File: config.mk
export PLATFORM = sky130hd
export DESIGN_NAME = eight_bit_kogge_stone_adder_flat
export DESIGN_NICKNAME = d
export VERILOG_FILES = /design/src/rtl/eight_bit_kogge_stone_adder_pkg.sv /design/src/rtl/eight_bit_kogge_stone_adder_if.sv /design/src/rtl/eight_bit_kogge_stone_adder_black_cell.sv /design/src/rtl/eight_bit_kogge_stone_adder.sv /design/src/flat_wrapper.sv
export SDC_FILE = /design/constraint.sdc
export NUM_CORES = 1
export LEC_CHECK = 0
export ABC_AREA = 1
export CAP_MARGIN = 20
export CORE_MARGIN = 3
export CORE_UTILIZATION = 41
export DETAILED_ROUTE_END_ITERATION = 7
export PLACE_DENSITY = 0.86
export SYNTH_ARGS = -nofsm -noshare
export SYNTH_HDL_FRONTEND = slang
export SYNTH_SLANG_ARGS = --single-unit
export TNS_END_PERCENT = 50
File: constraint.sdc
create_clock -name clk -period 1.85 [get_ports clk]
set_input_delay 0.37 -clock clk [delete_from_list [all_inputs] [get_ports clk]]
set_output_delay 0.37 -clock clk [all_outputs]
set_load 0.02 [all_outputs]
File: src/rtl/eight_bit_kogge_stone_adder_pkg.sv
// Shared constants for the narrow integer-add blocks of the FP ALU datapath.
package eight_bit_kogge_stone_adder_pkg;
  localparam int ADDER_WIDTH   = 8;
  localparam int PREFIX_LEVELS = 3;
endpackage

File: src/rtl/eight_bit_kogge_stone_adder_if.sv
// Operand/result bundle for the 8-bit Kogge-Stone adder.
interface eight_bit_kogge_stone_adder_if;
  import eight_bit_kogge_stone_adder_pkg::*;

  logic [ADDER_WIDTH-1:0] A;
  logic [ADDER_WIDTH-1:0] B;
  logic                   Cin;
  logic [ADDER_WIDTH-1:0] S;
  logic                   Cout;
  logic                   overflowFlag;

  modport master (output A, B, Cin, input S, Cout, overflowFlag);
  modport slave  (input A, B, Cin, output S, Cout, overflowFlag);
endinterface

File: src/rtl/eight_bit_kogge_stone_adder_black_cell.sv
// Prefix combine node: merges a higher (G,P) span with the adjacent lower span.
module kogge_stone_black_cell (
  input  logic G_hi,
  input  logic P_hi,
  input  logic G_lo,
  input  logic P_lo,
  output logic G,
  output logic P
);
  assign G = G_hi | (P_hi & G_lo);
  assign P = P_hi & P_lo;
endmodule

File: src/rtl/eight_bit_kogge_stone_adder.sv
// 8-bit adder with carry-in, 3-level Kogge-Stone carry network, registered
// sum/carry-out/overflow; 1-cycle latency, no handshake, sync active-high reset.
module eight_bit_kogge_stone_adder
  import eight_bit_kogge_stone_adder_pkg::*;
(
  input  logic                         clk,
  input  logic                         rst,
  eight_bit_kogge_stone_adder_if.slave add_if
);

  logic [ADDER_WIDTH-1:0]                     g;
  logic [ADDER_WIDTH-1:0]                     p;
  logic [PREFIX_LEVELS:0][ADDER_WIDTH-1:0]    gen;
  logic [PREFIX_LEVELS:0][ADDER_WIDTH-1:0]    prop;
  logic [ADDER_WIDTH:0]                       c;
  logic                                       unused_prop;

  logic [ADDER_WIDTH-1:0] s_d, s_q;
  logic                   cout_d, cout_q;
  logic                   ovf_d, ovf_q;

  assign g = add_if.A & add_if.B;
  assign p = add_if.A ^ add_if.B;

  // Carry-in folded into bit 0 so every group generate already includes it.
  assign gen[0]  = {g[ADDER_WIDTH-1:1], g[0] | (p[0] & add_if.Cin)};
  assign prop[0] = {p[ADDER_WIDTH-1:1], 1'b0};

  for (genvar l = 0; l < PREFIX_LEVELS; l++) begin : g_level
    localparam int SPAN = 1 << l;
    for (genvar i = 0; i < ADDER_WIDTH; i++) begin : g_bit
      if (i >= SPAN) begin : g_cell
        kogge_stone_black_cell u_cell (
          .G_hi (gen[l][i]),
          .P_hi (prop[l][i]),
          .G_lo (gen[l][i-SPAN]),
          .P_lo (prop[l][i-SPAN]),
          .G    (gen[l+1][i]),
          .P    (prop[l+1][i])
        );
      end else begin : g_pass
        assign gen[l+1][i]  = gen[l][i];
        assign prop[l+1][i] = prop[l][i];
      end
    end
  end

  // Final-level propagate has no consumer.
  assign unused_prop = ^prop[PREFIX_LEVELS];

  assign c      = {gen[PREFIX_LEVELS], add_if.Cin};
  assign s_d    = p ^ c[ADDER_WIDTH-1:0];
  assign cout_d = c[ADDER_WIDTH];
  assign ovf_d  = c[ADDER_WIDTH] ^ c[ADDER_WIDTH-1];

  always_ff @(posedge clk) begin
    if (rst) begin
      s_q    <= '0;
      cout_q <= 1'b0;
      ovf_q  <= 1'b0;
    end else begin
      s_q    <= s_d;
      cout_q <= cout_d;
      ovf_q  <= ovf_d;
    end
  end

  assign add_if.S            = s_q;
  assign add_if.Cout         = cout_q;
  assign add_if.overflowFlag = ovf_q;

endmodule

File: src/flat_wrapper.sv
// flat-port wrapper written by rule: the top's interface ports become plain ports
module eight_bit_kogge_stone_adder_flat import eight_bit_kogge_stone_adder_pkg::*;
  (clk, rst, add_if_A, add_if_B, add_if_Cin, add_if_S, add_if_Cout, add_if_overflowFlag);
  eight_bit_kogge_stone_adder_if add_if_i ();
  input  logic clk;
  input  logic rst;
  input wire logic [$bits(add_if_i.A)-1:0] add_if_A;
  input wire logic [$bits(add_if_i.B)-1:0] add_if_B;
  input wire logic [$bits(add_if_i.Cin)-1:0] add_if_Cin;
  output wire logic [$bits(add_if_i.S)-1:0] add_if_S;
  output wire logic [$bits(add_if_i.Cout)-1:0] add_if_Cout;
  output wire logic [$bits(add_if_i.overflowFlag)-1:0] add_if_overflowFlag;
  assign add_if_i.A = add_if_A;
  assign add_if_i.B = add_if_B;
  assign add_if_i.Cin = add_if_Cin;
  assign add_if_S = add_if_i.S;
  assign add_if_Cout = add_if_i.Cout;
  assign add_if_overflowFlag = add_if_i.overflowFlag;
  eight_bit_kogge_stone_adder u_core (.clk(clk), .rst(rst), .add_if(add_if_i));
endmodule
==> results_dict.tcl, run 1 <==
set metrics [dict create \
    insertedDiodeCount 0 \
    dieHeight_um 46.7 \
    layout-drive-gt1-share_pct 13.2 \
    cts-htree-levels 1 \
    critical_path_peak_fanout 3 \
    tritoncts.num_buffers 3 \
    synth-seq-area-share_pct 29.5 \
    drtIter0Drc 9 \
    multi_input_logic_area_sq_um 410 \
    synth.ff_latch_count 10 \
    first_global_vias 614 \
    fin_nets 158 \
    pre_cts_ws_ns -0.319 \
    grt_setup_unrepaired "no" \
    setup.worst_path.start_class "input pin" \
    total_nets_after_synthesis 124 \
    cts_tree "built" \
    yosysWarnings 0 \
    power_consumption_mw 0.717 \
    final-hold-violation-count 0 \
    worst-endpoint-arrival_ns 1.82 \
    tritoncts_num_sinks 10 \
    power.ir.vdd_worst_uv 642 \
    min_delay_path_depth 4 \
    post_synth_instance_area_sq_um 678 \
    initial_utilization_pct 44.5 \
    drc 0 \
    hold_start "add_if_B[0]" \
    cp_slowest_cell "sky130_fd_sc_hd__clkdlybuf4s50_1" \
    placedCellCount 141 \
    seqCellArea_sq_um 200 \
    gpl.final_weighted_congestion 0.806 \
    finalCritPeriodShare_pct 89.5 \
    report.final.setup_viol 0 \
    grt_residual_overflow 0 \
    syn_avg_cell_area_sq_um 7.06 \
    timing.final.crit_period_ns 1.66 \
    total_power_divided_by_cell_area_mw_per_mm2 691 \
    timing.critical_path.slowest_cell_delay_ns 0.48 \
    num-fill-cells 128 \
    cts_max_path_buffers 2 \
    post_synthesis_cells 96 \
    pin_count 29 \
    synth_cell_types 17 \
    p_leak_nw 0.542 \
    critical_path_class "input pin to flip-flop" \
    synth_area_in_simple_gates_pct 31.0 \
    holdBufCountCts 0 \
    post_synth_fa_ha_maj_area_fraction_pct 18.8 \
    stdcell_count 145 \
    main_combinational_cell_family_by_area_after_synthesis "simple AND/OR/NAND/NOR gates" \
    total_detailed_routing_wirelength_um 1440 \
    drt_first_pass_iters 4 \
    route.detailed.vias_per_inst 4.54 \
    synthToLayoutAreaGrowth_pct 53.0 \
    timing_max_transition_violations_final 0 \
    crit_path_frequent_cell "sky130_fd_sc_hd__inv_1" \
    portBuffers 28 \
    fp.coreArea_sq_mm 0.00152 \
    critPathCaptureType "flip-flop" \
    final_core_utilization_pct 68.1 \
    path_clk_slew_ns 0.07 \
    synthMuxAreaShare_pct 0 \
    synth-compound-area-share_pct 9.59 \
    row_count 14 \
    relSlewSlack_pct 84.9 \
    route.detailed.wl_per_inst_um 9.92 \
    die_footprint_sq_mm 0.00218 \
    maximum_number_of_pins_on_one_net_before_global_route_repair 8 \
    grt_antenna_before_repair 0 \
    whs_endpoint "u_core.add_if.S[0]" \
    path_cells "clkdlybuf4s50_1, inv_1, fa_2, inv_1, nand2_1, nand2_2, nand3b_1, a21oi_1, nor2_1" \
    chipWidth_um 46.7 \
    maxCapViolations 0 \
    root_buf_cell "sky130_fd_sc_hd__clkbuf_4" \
    worst_slew_pin_slew_ns 0.226 \
    track_usage_pct 15.2 \
    layout_setup_ws_ns 0.195 \
    clock.fmax_mhz 604 \
    ant_nets 0 \
    post_synth_xor_area_fraction_pct 0 \
    status "complete, no violations" \
    hold_class "input pin to flip-flop" \
    critical_path_required_ns 2.02 \
    detailroute.via_count 659 \
    hpwl_um 1190 \
    setup-tns-final_ns 0 \
    grt_first_pass_wirelength_um 2350 \
]
layout by cell type, fill, tap and decap left out, types with 3 or more instances in the layout:
cell type and count:
sky130_fd_sc_hd__a21oi_1 6, sky130_fd_sc_hd__clkbuf_4 3, sky130_fd_sc_hd__clkdlybuf4s50_1 25, sky130_fd_sc_hd__dfxtp_1 10, sky130_fd_sc_hd__dlymetal6s2s_1 3, sky130_fd_sc_hd__ha_1 7, sky130_fd_sc_hd__inv_1 20, sky130_fd_sc_hd__nand2_1 24
sky130_fd_sc_hd__nand2_2 4, sky130_fd_sc_hd__nand3_1 3, sky130_fd_sc_hd__nor2_1 10
sequential cells by signal, summed over array words and instances (netlist names):
| register | cells |
|---|---|
| u_core.add_if.Cout | 1 |
| u_core.add_if.S | 8 |
| u_core.add_if.overflowFlag | 1 |
what timing repair did:
action,in CTS,in global routing
setup endpoints to repair,3,3
pin swaps,0,1
gates cloned,0,0
resized for setup,3,4
buffers inserted,0,0
cell usage after synthesis (all sizes together):
master | n | area share (%)
a21oi | 8 | 8.1
dfxtp | 10 | 30
fa | 2 | 5.9
ha | 7 | 13
inv | 20 | 11
nand2 | 28 | 17
nand3 | 4 | 3.7
nand3b | 1 | 1.1
nand4 | 1 | 0.92
nor2 | 12 | 7.4
o21ai | 2 | 1.5
or2 | 1 | 1.3
worst max-delay path, delay by kind of cell:
kind | cells | cell delay (ns)
and+or+nand+nor | 4 | 0.31
AOI/OAI and AO/OA | 1 | 0.14
adders and majority gates | 1 | 0.39
buffers and inverters | 3 | 0.61
power breakdown:
part | switching (mW) | internal [mW] | total, mW
Sequential | 0.00583 | 0.240 | 0.246
Combinational | 0.138 | 0.130 | 0.268
Clock | 0.0837 | 0.120 | 0.203
Total | 0.227 | 0.489 | 0.717
cells by family after synthesis:
family,Yosys count
buf+inv,20
flops,10
fa+ha+maj,9
compound gates,10
simple gates,47
how the worst max path moves through the flow:
| stage | endpoint | from | slack (ns) | cells after the start |
|---|---|---|---|---|
| finish | u_core.add_if.S[6] | add_if_B[1] | 0.19 | 9 |
| detailed placement | u_core.add_if.overflowFlag | add_if_B[0] | -0.32 | 12 |
| CTS | u_core.add_if.overflowFlag | add_if_Cin | 0.03 | 12 |
| floorplan | u_core.add_if.overflowFlag | add_if_Cin | 0.26 | 10 |
| global placement | u_core.add_if.overflowFlag | add_if_Cin | -0.25 | 12 |
| global route | u_core.add_if.overflowFlag | add_if_B[1] | 0.08 | 11 |
per-layer routing:
| metal | routed length, um | GRT usage (%) | vias up |
|---|---|---|---|
| met3 | 98 | 7.42 | 2 |
| met5 | 0 | 0 | - |
| met4 | 4 | 3.31 | 0 |
| met2 | 765 | 26.6 | 17 |
| met1 | 569 | 16.3 | 282 |
| li1 | - | - | 358 |
area by class of cell:
class                           instances  area share [%]
Multi-Input combinational cell         66            39.6
Sequential cell                        10            19.3
Tap cell                               16            1.93
Inverter                               20            7.24
Clock buffer                            4            3.50
Timing Repair Buffer                   29            28.5
stage by stage:
step | hold slack (ns) | cell area, sq um
2_1_floorplan | 0.437 | 678
4_1_cts | 0.699 | 1030
3_5_place_dp | 0.979 | 986
5_1_grt | 0.595 | 1040
3_3_place_gp | 0.967 | 986
6_report | 0.569 | 1040
Power figures use the tool's default switching activity.
==> run 2: changes to the inputs <==
CTS_CLUSTER_DIAMETER = 30   (was unset)
PLACE_DENSITY = 0.78   (was 0.86)
==> run 2 against run 1 <==
Sequential cell count unchanged. Die area unchanged. Design area down 0.12%. Critical endpoint unchanged. Via count up 2.4%. Non-clock buffer count unchanged. Largest power group unchanged. Sequential share of layout area about the same. Core utilization down 0.082 points. Combinational power about the same. Cell count unchanged. Fmax up 1.5%. Setup slack better by 0.025 ns.
==> results_dict.tcl, run 2 (synthesis gave the netlist of run 1 again) <==
set metrics [dict create \
    p_leak_nw 0.533 \
    fin_nets 158 \
    total_detailed_routing_wirelength_um 1380 \
    critical_path_class "input pin to flip-flop" \
    critical_path_peak_fanout 3 \
    p_clk_share_pct 28.2 \
    finalCritPeriodShare_pct 88.1 \
    cts_tree "built" \
    critical_path_required_ns 2.01 \
    drtIter0Drc 6 \
    chipWidth_um 46.7 \
    power_consumption_mw 0.716 \
    gpl.final_weighted_congestion 0.763 \
    cts-htree-levels 1 \
    drc 0 \
    grt_first_pass_wirelength_um 2270 \
    power.sequential.fraction_pct 34.4 \
    path_clk_slew_ns 0.08 \
    p_switching_mw 0.227 \
    final_cell_mix "sky130_fd_sc_hd__clkdlybuf4s50_1, sky130_fd_sc_hd__nand2_1, sky130_fd_sc_hd__inv_1" \
    pin_count 29 \
    portBuffers 28 \
    layout.cell_area.non_filler_sq_mm 0.00104 \
    hpwl_um 1120 \
    die_footprint_sq_mm 0.00218 \
    worst_slew_pin_slew_ns 0.223 \
    path_cells "clkdlybuf4s50_1, inv_1, fa_2, inv_2, nand2_2, nand2_2, nand3b_1, a21oi_1, nor2_1" \
    maximum_number_of_pins_on_one_net_before_global_route_repair 8 \
    clock.fmax_mhz 613 \
    synthToLayoutAreaGrowth_pct 52.8 \
    drt_first_pass_iters 4 \
    timing.critical_path.slowest_cell_delay_ns 0.48 \
    grt_residual_overflow 0 \
    fp.coreArea_sq_mm 0.00152 \
    largest_register_ffs 8 \
    power.ir.vdd_worst_uv 432 \
    track_usage_pct 14.3 \
    timing.final.crit_period_ns 1.63 \
    total_power_divided_by_cell_area_mw_per_mm2 691 \
    crit_family "buffers and inverters" \
    tritoncts_num_sinks 10 \
    maxCapViolations 0 \
    crit_path_frequent_cell "sky130_fd_sc_hd__nand2_2" \
    status "complete, no violations" \
    final-hold-violation-count 0 \
    hold_class "input pin to flip-flop" \
    p_comb_share_pct 37.4 \
    route.detailed.wl_per_inst_um 9.52 \
    route.detailed.vias_per_inst 4.66 \
    report.final.setup_viol 0 \
    cp.buffers_inverters 3 \
    cp_slowest_cell "sky130_fd_sc_hd__clkdlybuf4s50_1" \
    ant_nets 0 \
    tritoncts.num_buffers 3 \
    first_global_vias 596 \
    relSlewSlack_pct 85.1 \
    placed_inst_area_sq_um 978 \
    grt_setup_unrepaired "no" \
    cts_max_path_buffers 2 \
    setup.worst_path.start_class "input pin" \
    layout-drive-gt1-share_pct 14.7 \
    dieHeight_um 46.7 \
    insertedDiodeCount 0 \
    final_common_cell "sky130_fd_sc_hd__clkdlybuf4s50_1" \
    p_int_mw 0.490 \
    num-fill-cells 134 \
    row_count 14 \
    initial_utilization_pct 44.5 \
    critPathCaptureType "flip-flop" \
    grt_antenna_before_repair 0 \
    worst-endpoint-arrival_ns 1.79 \
    detailroute.via_count 675 \
    timing_max_transition_violations_final 0 \
    root_buf_cell "sky130_fd_sc_hd__clkbuf_4" \
    netSwitchingFraction_pct 31.6 \
]
run 2: path summary, 6_finish.rpt:
path / startpoint / cells past startpoint / slack, ns / to
hold / removal: add_if_B[0] / 4 / 0.54 / u_core.add_if.S[0]
setup / recovery: add_if_B[1] / 9 / 0.22 / u_core.add_if.S[6]
run 2: tightest hold or removal path, cell delays in order:
cell and delay, ns:
sky130_fd_sc_hd__dlymetal6s2s_1 0.10, sky130_fd_sc_hd__fa_2 0.20, sky130_fd_sc_hd__inv_1 0.04, sky130_fd_sc_hd__nor2_1 0.06
run 2: area by class of cell:
type                       instances  area (sq um)  area share [%]
multi-input combinational         66           413            39.9
inverter                          20          75.1            7.25
sequential                        10           200            19.3
tap                               16          20.0            1.93
timing repair buffer              29           292            28.1
clock buffer                       4          36.3            3.50
run 2: what timing repair did:
item | CTS | global route
endpoints found under the hold margin | 0 | 0
gates cloned | 0 | 0
hold buffers | 0 | 0
pin swaps | 0 | 3
resized for setup | 4 | 5
setup endpoints to repair | 3 | 4
setup buffers | 0 | 1
run 2: stage by stage:
stage | util (%) | worst slack, ns | instances | hold WS, ns | TNS, ns
final | 68.0 | 0.220 | 145 | 0.540 | 0
after detailed placement | 64.2 | -0.315 | 140 | 0.976 | -1.26
after floorplan | - | 0.255 | 96 | 0.437 | 0
after CTS | 66.8 | 0.00385 | 144 | 0.682 | 0
after global placement | 64.2 | -0.254 | 140 | 0.977 | -0.865
after global routing | 68.0 | 0.115 | 145 | 0.566 | 0
run 2: power by group through the flow:
stage	clock (mW)	combinational, mW	sequential, mW
after floorplan	0	0.119	0.283
after global placement	0	0.256	0.251
after detailed placement	0	0.260	0.252
after CTS	0.205	0.264	0.247
after global routing	0.213	0.297	0.248
final	0.202	0.268	0.246
run 2: routing by layer:
layer | part of all wire (%) | track usage [%]
met5 | 0 | 0
met1 | 45 | 16.7
met4 | 0 | 3.31
met2 | 49 | 25.3
met3 | 6.4 | 4.30
==> run 3: changes to the inputs <==
--- a/config.mk
+++ b/config.mk
@@ -7,9 +7,7 @@
 export LEC_CHECK = 0
-export ABC_AREA = 1
-export CAP_MARGIN = 20
 export CORE_MARGIN = 3
-export CORE_UTILIZATION = 41
+export CORE_UTILIZATION = 39
 export CTS_CLUSTER_DIAMETER = 30
 export DETAILED_ROUTE_END_ITERATION = 7
-export PLACE_DENSITY = 0.78
+export PLACE_DENSITY = 0.77
 export SYNTH_ARGS = -nofsm -noshare
==> constraint.sdc (replaced) <==
create_clock -name clk -period 1.85 [get_ports clk]
set_input_delay 0.185 -clock clk [delete_from_list [all_inputs] [get_ports clk]]
set_output_delay 0.185 -clock clk [all_outputs]
set_load 0.02 [all_outputs]
==> run 3 against run 2 <==
Sequential cell count unchanged. Clock power is essentially flat. Synthesized cell count fell by 30%. Fmax down 7.1%. Core utilization up 9.2 points. Count of clock-buffer cells in the layout stayed put. Setup slack worse by 0.13 ns. Design area rose by 3.0%. Critical endpoint is now u_core.add_if.S[7]. Highest routed layer is now met4.
==> results_dict.tcl, run 3 <==
set metrics [dict create \
    status "complete, no violations" \
    root_buf_cell "sky130_fd_sc_hd__clkbuf_4" \
    drt_first_pass_iters 4 \
    critical_path_peak_fanout 3 \
    worst-endpoint-arrival_ns 1.91 \
    cts_max_path_buffers 2 \
    netSwitchingFraction_pct 29.7 \
    power_consumption_mw 0.756 \
    synth_cell_types 25 \
    row_count 13 \
    num-fill-cells 93 \
    syn_avg_cell_area_sq_um 9.19 \
    timing_max_transition_violations_final 0 \
    relSlewSlack_pct 73.5 \
    placedCellCount 120 \
    yosysWarnings 0 \
    report.final.setup_viol 0 \
    detailroute.via_count 625 \
    setup.worst_path.start_class "input pin" \
    final_cell_mix "sky130_fd_sc_hd__clkdlybuf4s50_1, sky130_fd_sc_hd__buf_4, sky130_fd_sc_hd__dfxtp_1" \
    p_leak_nw 0.490 \
    first_global_vias 628 \
    total_detailed_routing_wirelength_um 1600 \
    synthToLayoutAreaGrowth_pct 73.4 \
    finalCritPeriodShare_pct 94.9 \
    async_reset_ff_share_pct 0 \
    hpwl_um 1290 \
    post-synth-top-area-cell "sky130_fd_sc_hd__dfxtp_1" \
    layout.cell_area.non_filler_sq_mm 0.00107 \
    ant_nets 0 \
    synth.ff_latch_count 10 \
    post_synth_instance_area_sq_um 616 \
    chipWidth_um 45.7 \
    p_comb_share_pct 40.3 \
    synth_largest_type_area_fraction_pct 32.5 \
    post_synthesis_cells 67 \
    maximum_number_of_pins_on_one_net_before_global_route_repair 13 \
    grt_residual_overflow 0 \
    tritoncts_num_sinks 10 \
    multi_input_logic_area_sq_um 420 \
    portBuffers 28 \
    hold-worst-slack_ns 0.390 \
    cts_tree "built" \
    initial_utilization_pct 44.5 \
    tritoncts.num_buffers 3 \
    clock.fmax_mhz 570 \
    path_clk_slew_ns 0.06 \
    worst_slew_pin_slew_ns 0.397 \
    pre_cts_ws_ns -0.328 \
    track_usage_pct 17.9 \
    setup-tns-final_ns 0 \
    netlist_top_cells_area "sky130_fd_sc_hd__dfxtp_1, sky130_fd_sc_hd__ha_1, sky130_fd_sc_hd__fa_1, sky130_fd_sc_hd__a211oi_1, sky130_fd_sc_hd__nor2_1" \
    ys.flop_type "sky130_fd_sc_hd__dfxtp_1" \
    p_int_mw 0.531 \
    timing.final.crit_period_ns 1.76 \
    total_nets_after_synthesis 95 \
    die_footprint_sq_mm 0.00209 \
    fp.coreArea_sq_mm 0.00138 \
    largest_register_ffs 8 \
    seqCellArea_sq_um 200 \
    drc 0 \
    critPathCaptureType "flip-flop" \
    pin_count 29 \
    synth-edff-count 0 \
    route.detailed.vias_per_inst 5.00 \
    power.ir.vdd_worst_uv 469 \
    final_core_utilization_pct 77.2 \
    dieHeight_um 45.7 \
    fin_nets 139 \
    maxCapViolations 0 \
    final_common_cell "sky130_fd_sc_hd__clkdlybuf4s50_1" \
    total_power_divided_by_cell_area_mw_per_mm2 708 \
    insertedDiodeCount 0 \
    layout_setup_ws_ns 0.0943 \
    layout-drive-gt1-share_pct 23.6 \
    critical_path_required_ns 2.01 \
    placed_inst_area_sq_um 993 \
    cts-htree-levels 1 \
    critical_path_class "input pin to flip-flop" \
    grt_antenna_before_repair 0 \
    power.sequential.fraction_pct 32.8 \
    drtIter0Drc 3 \
    holdBufCountCts 0 \
    p_switching_mw 0.225 \
    synthMostInstantiatedCell "sky130_fd_sc_hd__dfxtp_1" \
    final-hold-violation-count 0 \
    hold_class "input pin to flip-flop" \
    synth-seq-area-share_pct 32.5 \
    gpl.final_weighted_congestion 0.770 \
    grt_first_pass_wirelength_um 2570 \
    p_clk_share_pct 27.0 \
    stdcell_count 125 \
    route.detailed.wl_per_inst_um 12.8 \
    synth_commonest_cells "sky130_fd_sc_hd__dfxtp_1, sky130_fd_sc_hd__nor2_1, sky130_fd_sc_hd__ha_1, sky130_fd_sc_hd__inv_1" \
]
run 3: final cells by class:
cell class / instances / share of cell area, %
multi-input cells: 51 / 39.4
flip-flops and latches: 10 / 18.8
repair buffers: 40 / 34.9
inverters: 5 / 1.76
clock buffers: 4 / 3.40
well taps: 15 / 1.76
run 3: power by group through the flow:
stage / Clock (mW) / Sequential (mW) / Combinational, mW
floorplan: 0 / 0.288 / 0.110
global placement: 0 / 0.252 / 0.281
detailed placement: 0 / 0.253 / 0.290
CTS: 0.210 / 0.248 / 0.291
global route: 0.221 / 0.250 / 0.333
finish: 0.204 / 0.248 / 0.304
run 3: logic make-up (layout without fill, tap and decap cells):
| family | after synthesis | in the layout | synth area share, % |
|---|---|---|---|
| mux | 3 | 3 | 5.89 |
| simple gates | 20 | 20 | 15.5 |
| fa+ha+maj | 9 | 9 | 20.7 |
| compound gates | 17 | 17 | 18.9 |
| flops | 10 | 10 | 32.5 |
| buf+inv | 6 | 49 | 3.66 |
| xor+xnor | 2 | 2 | 2.85 |
run 3: path summary, 6_finish.rpt:
kind,cells past startpoint,to,from
setup / recovery,7,u_core.add_if.S[7],add_if_B[0]
hold / removal,3,u_core.add_if.S[0],add_if_A[0]
run 3: routing by layer:
metal  GRT usage [%]  routed length [um]
met5               0                   0
met1            17.3                 612
met3            7.51                  74
met4            7.95                  29
met2            32.6                 881
run 3: timing repair:
action,in CTS,in global routing
resized for setup,0,8
endpoints found under the setup margin,4,6
setup buffers,0,1
pin swaps,0,2
run 3: critical path, cell delays in order:
cell and delay (ns):
sky130_fd_sc_hd__clkdlybuf4s50_1 0.43, sky130_fd_sc_hd__fa_2 0.40, sky130_fd_sc_hd__a211oi_2 0.19, sky130_fd_sc_hd__buf_4 0.14, sky130_fd_sc_hd__nor3_1 0.05, sky130_fd_sc_hd__o22a_2 0.23
sky130_fd_sc_hd__mux2_4 0.29
